==> src/rtl/imem_loader.sv <==
// ============================================================================
// Module   : imem_loader
// Brief    : Instruction memory with a clear/load sequencer and a 1-cycle fetch
//            port. Define IMEM_PARITY_EN to add per-word even parity and
//            the parity_err output.
// Revision : 1.0
// ============================================================================
`default_nettype none

module imem_loader #(
    parameter int DATA_W = 16,
    parameter int DEPTH  = 64,
    parameter int ADDR_W = 16
) (
    input  logic              clk,
    input  logic              rst,
    input  logic              load_start,
    input  logic              load_valid,
    input  logic [DATA_W-1:0] load_data,
    input  logic              load_last,
    output logic              load_ready,
    input  logic              fetch_en,
    input  logic [ADDR_W-1:0] fetch_addr,
    input  logic              stall,
    output logic [DATA_W-1:0] instr,
    output logic              instr_valid,
    output logic              fault,
`ifdef IMEM_PARITY_EN
    output logic              parity_err,
`endif
    output logic              busy
);

    localparam int            AW       = $clog2(DEPTH);
    localparam logic [AW-1:0] LAST_IDX = AW'(DEPTH - 1);

    typedef enum logic [1:0] {
        S_CLEAR = 2'd0,
        S_LOAD  = 2'd1,
        S_RUN   = 2'd2
    } state_t;

    state_t            state;
    logic [AW-1:0]     ptr;
    logic [DATA_W-1:0] mem [DEPTH];

    logic              wr_en;
    logic [DATA_W-1:0] wr_data;
    logic [AW-1:0]     rd_idx;
    logic [DATA_W-1:0] rd_word;
    logic              misaligned;
    logic              out_of_range;
    logic              bad_addr;
    logic              wr_final;

    assign busy       = (state != S_RUN);
    assign load_ready = (state == S_LOAD);

    // CLEAR and LOAD share one write port driven by the sequencer pointer.
    always_comb begin
        wr_en   = 1'b0;
        wr_data = '0;
        case (state)
            S_CLEAR: wr_en = 1'b1;
            S_LOAD: begin
                wr_en   = load_valid;
                wr_data = load_data;
            end
            default: ;
        endcase
    end

    assign wr_final = load_last || (ptr == LAST_IDX);

    // The array has no reset: only the CLEAR pass zeroes it.
    always_ff @(posedge clk) begin
        if (wr_en) begin
            mem[ptr] <= wr_data;
        end
    end

`ifdef IMEM_PARITY_EN
    logic mem_par [DEPTH];
    logic par_mismatch;

    always_ff @(posedge clk) begin
        if (wr_en) begin
            mem_par[ptr] <= ^wr_data;
        end
    end

    assign par_mismatch = (^rd_word) != mem_par[rd_idx];
`endif

    assign misaligned = fetch_addr[0];
    assign rd_idx     = fetch_addr[AW:1];
    assign rd_word    = mem[rd_idx];

    generate
        if (ADDR_W - 1 > AW) begin : g_range_chk
            assign out_of_range = |fetch_addr[ADDR_W-1:AW+1];
        end else begin : g_no_range_chk
            assign out_of_range = 1'b0;
        end
    endgenerate

    assign bad_addr = misaligned | out_of_range;

    always_ff @(posedge clk or negedge rst) begin
        if (!rst) begin
            state       <= S_CLEAR;
            ptr         <= '0;
            instr       <= '0;
            instr_valid <= 1'b0;
            fault       <= 1'b0;
`ifdef IMEM_PARITY_EN
            parity_err  <= 1'b0;
`endif
        end else begin
            case (state)
                S_CLEAR: begin
                    instr_valid <= 1'b0;
                    fault       <= 1'b0;
`ifdef IMEM_PARITY_EN
                    parity_err  <= 1'b0;
`endif
                    if (ptr == LAST_IDX) begin
                        state <= S_LOAD;
                        ptr   <= '0;
                    end else begin
                        ptr <= ptr + AW'(1);
                    end
                end

                S_LOAD: begin
                    instr_valid <= 1'b0;
                    fault       <= 1'b0;
`ifdef IMEM_PARITY_EN
                    parity_err  <= 1'b0;
`endif
                    // Pointer saturates at the last word; that word ends the burst.
                    if (load_valid) begin
                        if (wr_final) begin
                            state <= S_RUN;
                            ptr   <= '0;
                        end else begin
                            ptr <= ptr + AW'(1);
                        end
                    end
                end

                S_RUN: begin
                    if (load_start) begin
                        state       <= S_LOAD;
                        ptr         <= '0;
                        instr_valid <= 1'b0;
                        fault       <= 1'b0;
`ifdef IMEM_PARITY_EN
                        parity_err  <= 1'b0;
`endif
                    end else if (!stall) begin
                        if (fetch_en) begin
                            instr_valid <= 1'b1;
                            fault       <= bad_addr;
                            instr       <= bad_addr ? '0 : rd_word;
`ifdef IMEM_PARITY_EN
                            parity_err  <= !bad_addr && par_mismatch;
`endif
                        end else begin
                            instr_valid <= 1'b0;
                            fault       <= 1'b0;
`ifdef IMEM_PARITY_EN
                            parity_err  <= 1'b0;
`endif
                        end
                    end
                end

                default: begin
                    state <= S_CLEAR;
                    ptr   <= '0;
                end
            endcase
        end
    end

endmodule

`default_nettype wire
==> config.mk <==
export PLATFORM = sky130hd
export DESIGN_NAME = imem_loader
export DESIGN_NICKNAME = d
export VERILOG_FILES = /design/src/rtl/imem_loader.sv
export SDC_FILE = /design/constraint.sdc
export NUM_CORES = 1
export LEC_CHECK = 0
export ABC_AREA = 1
export BUFFER_PORTS_ARGS = -buffer_cell sky130_fd_sc_hd__buf_2
export CELL_PAD_IN_SITES_DETAIL_PLACEMENT = 2
export CELL_PAD_IN_SITES_GLOBAL_PLACEMENT = 2
export CORE_MARGIN = 2
export CORE_UTILIZATION = 39
export DETAILED_ROUTE_END_ITERATION = 7
export GPL_ROUTABILITY_DRIVEN = 0
export MAX_ROUTING_LAYER = met4
export PLACE_DENSITY_LB_ADDON = 0.1
export SYNTH_ARGS = -nofsm -noshare
export SYNTH_HDL_FRONTEND = slang
export SYNTH_SLANG_ARGS = --single-unit
==> constraint.sdc <==
create_clock -name clk -period 3.15 [get_ports clk]
set_clock_uncertainty 0.2 [all_clocks]
set_input_delay 0 -clock clk [delete_from_list [all_inputs] [get_ports clk]]
set_output_delay 0 -clock clk [all_outputs]
set_load 0.02 [all_outputs]
==> qor.csv, run 1 <==
metric,value,unit
wl_per_cell,28.17,um
first_iter_violations,2333,
r2r_cells,12,
die_h,336.0,um
clk_latency,0.73,ns
finalCriticalPeriod,2.999,ns
status,"complete, no violations",
synth_compound_area_frac,0.001165,
clk_pin_slew,0.06,ns
path_class,in -> reg,
drtAntennaViolNets,0,
grt_pass1_wl,221500,um
synth_common_cells,"1360 x nand2_1, 1024 x edfxtp_1, 873 x nand3_1",
synth_top_area_frac,0.7155,
hold_path_class,in -> async,
endpoint_kind,flop,
synthAdderAreaFrac,0.0002911,
total_power,36.29,mW
vdd_drop_max,0.001097,V
fp.dieW,336.0,um
initial_core_util,0.3943,
fillCellCount,10880,
root_buffer,clkbuf_16,
grt_usage,0.2765,
yosysMostFrequentCell,nand2_1,
clock-sinks,1050,
yosys_warnings,0,
maxSlewHeadroom,0.4940,
cts_tree,done,
r2r_slack,0.33,ns
cts_buffers,117,
grt_setup_unrepaired,no,
drc,0,
power.density,730.1,nW/um^2
area_delta_synth_final,15.67,%
synthSimpleGateAreaFrac,0.2314,
p_leak,18.43,nW
fin_area,49710,sq um
finalSetupViolations,0,
regToRegEndpoint,instr[14],
fmax,0.3335,GHz
tns,0,ns
cp-endpoint,instr[9],
clk_path_buf_depth,3,
cp-start-kind,input pin,
async_flop_share,0.02476,
final-hold-violation-count,0,
grt_max_degree,107,
synth.avg_cell_area,11.72,sq um
nets,3857,
cts_max_level,3,
post-place-ws,0.4337,ns
report.final.slew_viol_count,0,
arrival,3.47,ns
ys_seq_area_frac,0.7306,
synth_top_family_by_area,simple AND/OR/NAND/NOR gates,
drive_above_1_share,0.1060,
antenna_found_initial,6,
synth-edff-count,1024,
pin_count,59,
yosys.area.top_type,edfxtp_1,
num_rows,121,
syn_area,42980,sq um
vias,29640,
hold-worst-slack,0.08765,ns
synthMuxAreaShare,0,
ys_types,29,
portBuffers,58,
postLayoutSetupSlackWorst,0.1513,ns
ys.flop_type,edfxtp_1,
hpwlAfterDp,87610,um
worstPathRequired,3.62,ns
placed_cell_area,45470,sq um
wl,150200,um
postCtsSetupRepairBufs,0,
worst-path-max-fanout,16,
die-area,112900,sq um
overflow,0,
drv_cap,0,
vias_per_cell,5.561,
fin_crit_sh,0.9520,
synth_nets,3707,
netlist_top_cells_area,"edfxtp_1 72%, nand2_1 12%, nand3_1 10%, dfrtp_1 1.5%, buf_2 1.2%",
core_area,109000,sq um
synth-seq-cells,1050,
worst_pin_slew,0.7590,ns
yosys.area_share.xor_xnor,0.0004076,
grt_pass1_vias,32570,
rr_startpoint,mem[35][14],
firstDrtPassIters,5,
crit_start,fetch_addr[8],
synth_cells,3667,
## sequential cells by signal, indices dropped and copies added (netlist names)
name         cells
ptr              6
instr_valid      1
mem           1024
fault            1
instr           16
state            2
## layout make-up
| type | count | area (sq um) | area share |
|---|---|---|---|
| Timing Repair Buffer | 256 | 2400 | 0.04828 |
| Clock inverter | 76 | 765.7 | 0.01540 |
| Multi-Input combinational cell | 2354 | 10160 | 0.2044 |
| Tap cell | 1414 | 1769 | 0.03559 |
| Inverter | 38 | 168.9 | 0.003398 |
| Sequential cell | 1050 | 31400 | 0.6317 |
| Clock buffer | 141 | 3039 | 0.06114 |
| Antenna cell | 2 | 5.005 | 0.0001007 |
## worst max-delay path, stage by stage
cell and delay (ns):
dlygate4sd3_1 0.53, buf_2 0.12, dlygate4sd3_1 0.55, nor4_1 0.30
dlygate4sd3_1 0.62, inv_1 0.07, nor2_4 0.45, nand2_1 0.13
dlygate4sd3_1 0.60, nand2_1 0.07
## timing repair
action                                 in CTS  in global routing
hold buffers                               41                  0
gates resized for setup                     0                  1
setup endpoints to repair                   0                  1
endpoints found under the hold margin    1077                  0
## worst min-delay path by stage
stage | startpoint | endpoint | slack [ns] | cells after the start
floorplan | rst | fault | -0.50 | 0
global placement | rst | instr[11] | -0.12 | 1
detailed placement | rst | fault | -0.11 | 1
CTS | fetch_addr[2] | instr[2] | 0.05 | 10
global route | load_data[5] | mem[57][5] | 0.09 | 4
finish | rst | fault | 0.09 | 4
## stage by stage
step           cells  utilization
2_1_floorplan   3667            -
5_1_grt         5330       0.4560
4_1_cts         5329       0.4559
3_3_place_gp    5071       0.4172
6_report        5331       0.4560
3_5_place_dp    5071       0.4172
## report_power, final
group          internal, mW  leakage [nW]  switching (mW)
Clock                  8.00          1.87            5.78
Combinational          1.05          6.82            4.22
Sequential             17.1          9.74           0.142
## placed cells by master, fill, tap and decap left out, drive strengths merged, types with 2 or more instances in the layout
cell type,synthesis,final
a21oi,2,2
buf,199,216
bufinv,0,14
clkbuf,26,141
clkinv,0,55
clkinvlp,0,2
dfrtp,26,26
diode,0,2
dlygate4sd3,0,40
edfxtp,1024,1024
inv,38,43
nand2,1362,1362
nand3,873,873
nand4,8,8
nor2,95,95
nor3,2,2
o21ai,6,6
xor2,2,2
## kinds of logic after synthesis
| family | count (synthesis) |
|---|---|
| and+or+nand+nor | 2342 |
| AOI/OAI and AO/OA | 9 |
| adders and majority gates | 1 |
| DFF | 1050 |
| xor gates and xnor gates | 2 |
| buffers and inverters | 263 |
## routing by layer
| layer | vias up | share of wire | global-route usage |
|---|---|---|---|
| li1 | 13150 | - | - |
| met1 | 15700 | 0.43 | 0.3547 |
| met2 | 573 | 0.51 | 0.4653 |
| met3 | 228 | 0.033 | 0.02878 |
| met4 | 0 | 0.032 | 0.08243 |
| met5 | - | 0 | - |
Note: power is estimated with default switching activity, not from simulation.
==> run 2: changes to the inputs <==
==> constraint.sdc (replaced) <==
create_clock -name clk -period 3.15 [get_ports clk]
set_clock_uncertainty 0.2 [all_clocks]
set_input_delay 0.1575 -clock clk [delete_from_list [all_inputs] [get_ports clk]]
set_output_delay 0.1575 -clock clk [all_outputs]
set_load 0.02 [all_outputs]
==> qor.csv, run 2 (synthesized netlist as in run 1, its figures left out) <==
metric,value,unit,change
largest_register_ffs,1024,,unchanged
hp-start,fetch_addr[5],,
num_rows,121,,unchanged
grt_pass1_wl,224300,um,was 221500 um
top_register,mem,,unchanged
root_buffer,clkbuf_16,,unchanged
fillCellCount,10920,,was 10880
grt_pass1_vias,32610,,was 32570
wl,152900,um,was 150200 um
p_leak,18.29,nW,was 18.43 nW
vias_per_cell,5.619,,was 5.561
hpwlAfterDp,87060,um,was 87610 um
pin_count,59,,unchanged
layout_common_cells,"1360 x nand2_1, 1024 x edfxtp_1, 873 x nand3_1",,unchanged
reg_top3,"mem: 1024 flops, instr: 16 flops, ptr: 6 flops",,unchanged
cts_max_level,3,,unchanged
wl_per_cell,28.78,um,was 28.17 um
fin_crit_sh,0.9224,,was 0.9520
max_stage_delay,0.57,ns,was 0.62 ns
arrival,3.34,ns,was 3.47 ns
drv_cap,0,,unchanged
r2r_slack,0.24,ns,was 0.33 ns
report.final.slew_viol_count,0,,unchanged
antenna_found_initial,4,,was 6
power.density,727.5,nW/um^2,was 730.1 nW/um^2
clk_latency,0.72,ns,was 0.73 ns
rr_startpoint,state[1],,was mem[35][14]
layout.cells.non_filler,5311,,was 5331
initial_core_util,0.3943,,unchanged
portBuffers,58,,unchanged
r2r_cells,7,,was 12
final-hold-violation-count,0,,unchanged
vdd_drop_max,0.001112,V,was 0.001097 V
path_class,reg -> reg,,was in -> reg
hold-worst-slack,0.05985,ns,was 0.08765 ns
cts_tree,done,,unchanged
drtAntennaViolNets,0,,unchanged
first_iter_violations,2409,,was 2333
overflow,0,,unchanged
fmax,0.3442,GHz,was 0.3335 GHz
worst_pin_slew,0.9665,ns,was 0.7590 ns
hold_path_class,in -> reg,,was in -> async
area_delta_synth_final,15.00,%,was 15.67%
drc,0,,unchanged
final_common_cell,nand2_1,,unchanged
cts_buffers,116,,was 117
cts_hold_buf,33,,was 41
die_h,336.0,um,unchanged
clk_pin_slew,0.06,ns,about the same
grt_max_degree,112,,was 107
fp.dieW,336.0,um,unchanged
vias,29840,,was 29640
regToRegEndpoint,ptr[2],,was instr[14]
cp-start-kind,flop,,was input pin
crit_slowest_cell,dlygate4sd3_1,,unchanged
drive_above_1_share,0.09961,,was 0.1060
nets,3840,,was 3857
firstDrtPassIters,5,,unchanged
postCtsSetupRepairBufs,0,,unchanged
worstPathRequired,3.58,ns,was 3.62 ns
place_inst,5063,,was 5071
crit_path_cell_trace,inv_1 -> nand2_2 -> o21ai_2 -> a31oi_1 -> dlygate4sd3_1 -> a21oi_1 -> dlygate4sd3_1,,was dlygate4sd3_1 -> buf_2 -> dlygate4sd3_1 -> nor4_1 -> dlygate4sd3_1 -> inv_1 -> nor2_4 -> nand2_1 -> dlygate4sd3_1 -> nand2_1
tns,0,ns,unchanged
core_area,109000,sq um,unchanged
finalCriticalPeriod,2.906,ns,was 2.999 ns
finalSetupViolations,0,,unchanged
crit_top_cell,dlygate4sd3_1,,unchanged
grt_setup_unrepaired,no,,unchanged
grt_usage,0.2812,,was 0.2765
worstHoldPathCells,7,,
worst-path-max-fanout,11,,was 16
die-area,112900,sq um,unchanged
cts.repair.resized,0,,unchanged
min_to,instr[13],,
maxSlewHeadroom,0.3557,,was 0.4940
clk_path_buf_depth,3,,unchanged
clock-sinks,1050,,unchanged
status,"complete, no violations",,unchanged
endpoint_kind,flop,,unchanged
==> run 2: cell types whose count changed in the layout (fill, tap and decap cells not counted), moves of 2 or more <==
cell / delta
clkinv_2: -10
clkinv_1: +7
inv_6: -2
bufinv_16: -4
buf_4: -9
clkinvlp_4: -2
dlygate4sd3_1: -8
clkbuf_1: +8
inv_16: -2
==> run 2: through the flow <==
step | setup slack, ns | area [sq um] | util | total power [mW]
after floorplan | 0.09197 | 42980 | - | 19.77
after global placement | 0.4449 | 45430 | 0.4167 | 22.55
after detailed placement | 0.4285 | 45430 | 0.4167 | 22.83
after CTS | 0.3257 | 49420 | 0.4534 | 36.18
after global routing | 0.09783 | 49420 | 0.4534 | 36.98
final | 0.2445 | 49420 | 0.4534 | 35.96
==> run 2: critical path, delay by kind of cell, from the launching register on <==
family | cells | cell delay [ns]
flops | 1 | 0.41
simple gates | 1 | 0.35
compound gates | 3 | 0.57
buf+inv | 3 | 1.31
==> run 2: how the worst max path moves through the flow <==
stage / slack (ns) / startpoint / depth (start not counted) / endpoint
after floorplan: 0.09 / state[1] / 4 / mem[0][0]
after global placement: 0.44 / fetch_addr[2] / 12 / instr[7]
after detailed placement: 0.43 / fetch_addr[2] / 12 / instr[6]
after CTS: 0.33 / state[1] / 7 / ptr[2]
after global routing: 0.1 / state[1] / 7 / ptr[2]
final: 0.24 / state[1] / 7 / ptr[2]
==> run 2: final cells by class <==
class,instances,area (sq um),share of cell area
Sequential cell,1050,31400,0.6353
Multi-Input combinational cell,2354,10160,0.2055
Clock buffer,150,3094,0.06261
Timing Repair Buffer,240,2272,0.04597
Tap cell,1414,1769,0.03580
Clock inverter,63,556.8,0.01127
Inverter,38,168.9,0.003418
Antenna cell,2,5.005,0.0001013
==> run 2: power by group <==
group          leakage [nW]  total, mW  switching (mW)  internal (mW)
clock network          1.78       13.3            5.65           7.68
logic                  6.78       5.37            4.35           1.02
registers              9.74       17.2           0.141           17.1
total                  18.3       36.0            10.1           25.8
==> run 2: per-layer routing <==
metal	up-vias	GRT usage	routed length (um)
met5	-	-	0
met4	0	0.09350	5240
met3	223	0.02682	5850
met2	686	0.4614	75340
met1	15820	0.3687	66430
li1	13110	-	-
==> run 3: changes to the inputs <==
--- a/config.mk
+++ b/config.mk
@@ -10,10 +10,10 @@
 export CELL_PAD_IN_SITES_DETAIL_PLACEMENT = 2
 export CELL_PAD_IN_SITES_GLOBAL_PLACEMENT = 2
 export CORE_MARGIN = 2
-export CORE_UTILIZATION = 39
+export CORE_UTILIZATION = 35
 export DETAILED_ROUTE_END_ITERATION = 7
 export GPL_ROUTABILITY_DRIVEN = 0
-export MAX_ROUTING_LAYER = met4
+export GPL_TIMING_DRIVEN = 0
 export PLACE_DENSITY_LB_ADDON = 0.1
 export SYNTH_ARGS = -nofsm -noshare
 export SYNTH_HDL_FRONTEND = slang
==> qor.csv, run 3 (synthesized netlist as in run 1, its figures left out) <==
metric,value,unit,change
clk_latency,0.77,ns,was 0.72 ns
drc,0,,unchanged
cpLargestDelayFamily,buffers and inverters,,unchanged
grt_pass1_wl,264000,um,was 224300 um
vdd_drop_max,0.0005247,V,was 0.001112 V
final_common_cell,nand2_1,,unchanged
worstPathRequired,3.65,ns,was 3.58 ns
fp.dieW,354.4,um,was 336.0 um
area_delta_synth_final,20.33,%,was 15.00%
overflow,0,,unchanged
die-area,125600,sq um,was 112900 sq um
regArea,31400,sq um,unchanged
num_rows,128,,was 121
cts_buffers,118,,was 116
hold-worst-slack,0.1038,ns,was 0.05985 ns
power.density,721.6,nW/um^2,was 727.5 nW/um^2
worst-path-max-fanout,10,,was 11
regToRegEndpoint,mem[21][3],,was ptr[2]
top_register,mem,,unchanged
total_power,37.32,mW,was 35.96 mW
status,"complete, but fails checks",,"was complete, no violations"
grt_max_degree,33,,was 112
cp-start-kind,input pin,,was flop
portBuffers,54,,was 58
grt_usage,0.3038,,was 0.2812
first_iter_violations,3496,,was 2409
drv_cap,0,,unchanged
vias_per_cell,5.623,,was 5.619
max_stage_delay,0.98,ns,was 0.57 ns
endpoint_kind,flop,,unchanged
r2r_slack,0.04,ns,was 0.24 ns
crit_top_cell,nand2_1,,was dlygate4sd3_1
fin_crit_sh,1.026,,was 0.9224
p_leak,19.06,nW,was 18.29 nW
hpwlAfterDp,132500,um,was 87060 um
crit_buf_inv,4,,was 3
firstDrtPassIters,6,,was 5
root_buffer,clkbuf_16,,unchanged
post-place-ws,-0.8836,ns,was 0.4285 ns
maxSlewHeadroom,0.1246,,was 0.3557
pin_count,59,,unchanged
reg_top3,"mem: 1024 flops, instr: 16 flops, ptr: 6 flops",,unchanged
core_area,121900,sq um,was 109000 sq um
clk_path_buf_depth,3,,unchanged
clk_pin_slew,0.06,ns,about the same
drtAntennaViolNets,0,,unchanged
final-hold-violation-count,0,,unchanged
largest_register_ffs,1024,,unchanged
crit_path_cell_trace,buf_2 -> clkbuf_1 -> buf_2 -> nand3_1 -> nand2_1 -> nand2_1 -> nand3_1 -> nand3_1 -> nand2_1 -> nand2_1 -> nand2_1 -> dlygate4sd3_1,,was inv_1 -> nand2_2 -> o21ai_2 -> a31oi_1 -> dlygate4sd3_1 -> a21oi_1 -> dlygate4sd3_1
worst_pin_slew,1.313,ns,was 0.9665 ns
path_class,in -> reg,,was reg -> reg
hold_path_class,in -> reg,,unchanged
fmax,0.3093,GHz,was 0.3442 GHz
drive_above_1_share,0.1434,,was 0.09961
crit_slowest_cell,clkbuf_1,,was dlygate4sd3_1
vias,32120,,was 29840
die_h,354.4,um,was 336.0 um
antenna_found_initial,11,,was 4
wl,191900,um,was 152900 um
rr_startpoint,state[0],,was state[1]
violations,negative setup slack,,
initial_core_util,0.3526,,was 0.3943
tns,-0.08334,ns,was 0 ns
worstHoldPathCells,5,,was 7
min_to,instr_valid,,was instr[13]
postLayoutSetupSlackWorst,-0.08334,ns,was 0.2445 ns
finalCriticalPeriod,3.233,ns,was 2.906 ns
grt_pass1_vias,32950,,was 32610
r2r_cells,7,,unchanged
wl_per_cell,33.60,um,was 28.78 um
cts_max_level,3,,unchanged
arrival,3.73,ns,was 3.34 ns
hp-start,load_start,,was fetch_addr[5]
clock-sinks,1050,,unchanged
fillCellCount,12390,,was 10920
report.final.slew_viol_count,0,,unchanged
nets,4021,,was 3840
multi_input_area,10540,sq um,was 10160 sq um
layout_common_cells,"1359 x nand2_1, 1024 x edfxtp_1, 873 x nand3_1",,"was 1360 x nand2_1, 1024 x edfxtp_1, 873 x nand3_1"
finalSetupViolations,1,,was 0
cts_tree,done,,unchanged
[run 3: what timing repair did]
action	CTS	global route
setup endpoints to repair	1351	10
resized for setup	9	1
pin swaps	25	0
buffers inserted	46	0
hold buffers	31	0
gates cloned	0	0
hold endpoints to repair	972	0
[run 3: how the worst max path moves through the flow]
stage / from / endpoint / slack [ns] / cells after the start
after floorplan: state[1] / mem[0][0] / 0.09 / 4
after global placement: state[1] / mem[24][4] / -4.87 / 4
after detailed placement: state[0] / mem[2][15] / -0.88 / 6
after CTS: fetch_addr[3] / instr[13] / 0.07 / 12
after global routing: state[0] / mem[21][3] / -0.02 / 7
final: fetch_addr[3] / instr[13] / -0.08 / 12
[run 3: final cells by class]
class	instances	area share
inverters	38	0.002903
clock inverters	69	0.01074
repair buffers	195	0.04837
clock buffers	150	0.06025
diodes	7	0.0003387
plain buffers	224	0.02700
flip-flops and latches	1050	0.6072
well taps	1625	0.03932
multi-input cells	2354	0.2039
[run 3: layer usage]
metal  routed length (um)  global-route usage
met1                83600              0.4241
met2                89290              0.4855
met3                12560             0.04828
met4                 6437             0.09822
met5                   13                   0
[run 3: tightest hold or removal path, delay by kind of cell]
family / cells / cell delay [ns]
compound gates: 1 / 0.11
buf+inv: 2 / 0.62
simple gates: 2 / 0.14
[run 3: through the flow]
stage,cell area [sq um],utilization,std cells
floorplan,42980,-,3667
finish,51710,0.4243,5712
detailed placement,47080,0.3863,5410
global route,51700,0.4242,5705
CTS,51690,0.4241,5705
global placement,45280,0.3715,5346
[run 3: report_power, final]
group          internal [mW]  total (mW)  switching, mW
sequential              17.1        17.2          0.143
clock                   7.59        13.5           5.92
combinational           1.53        6.56           5.03
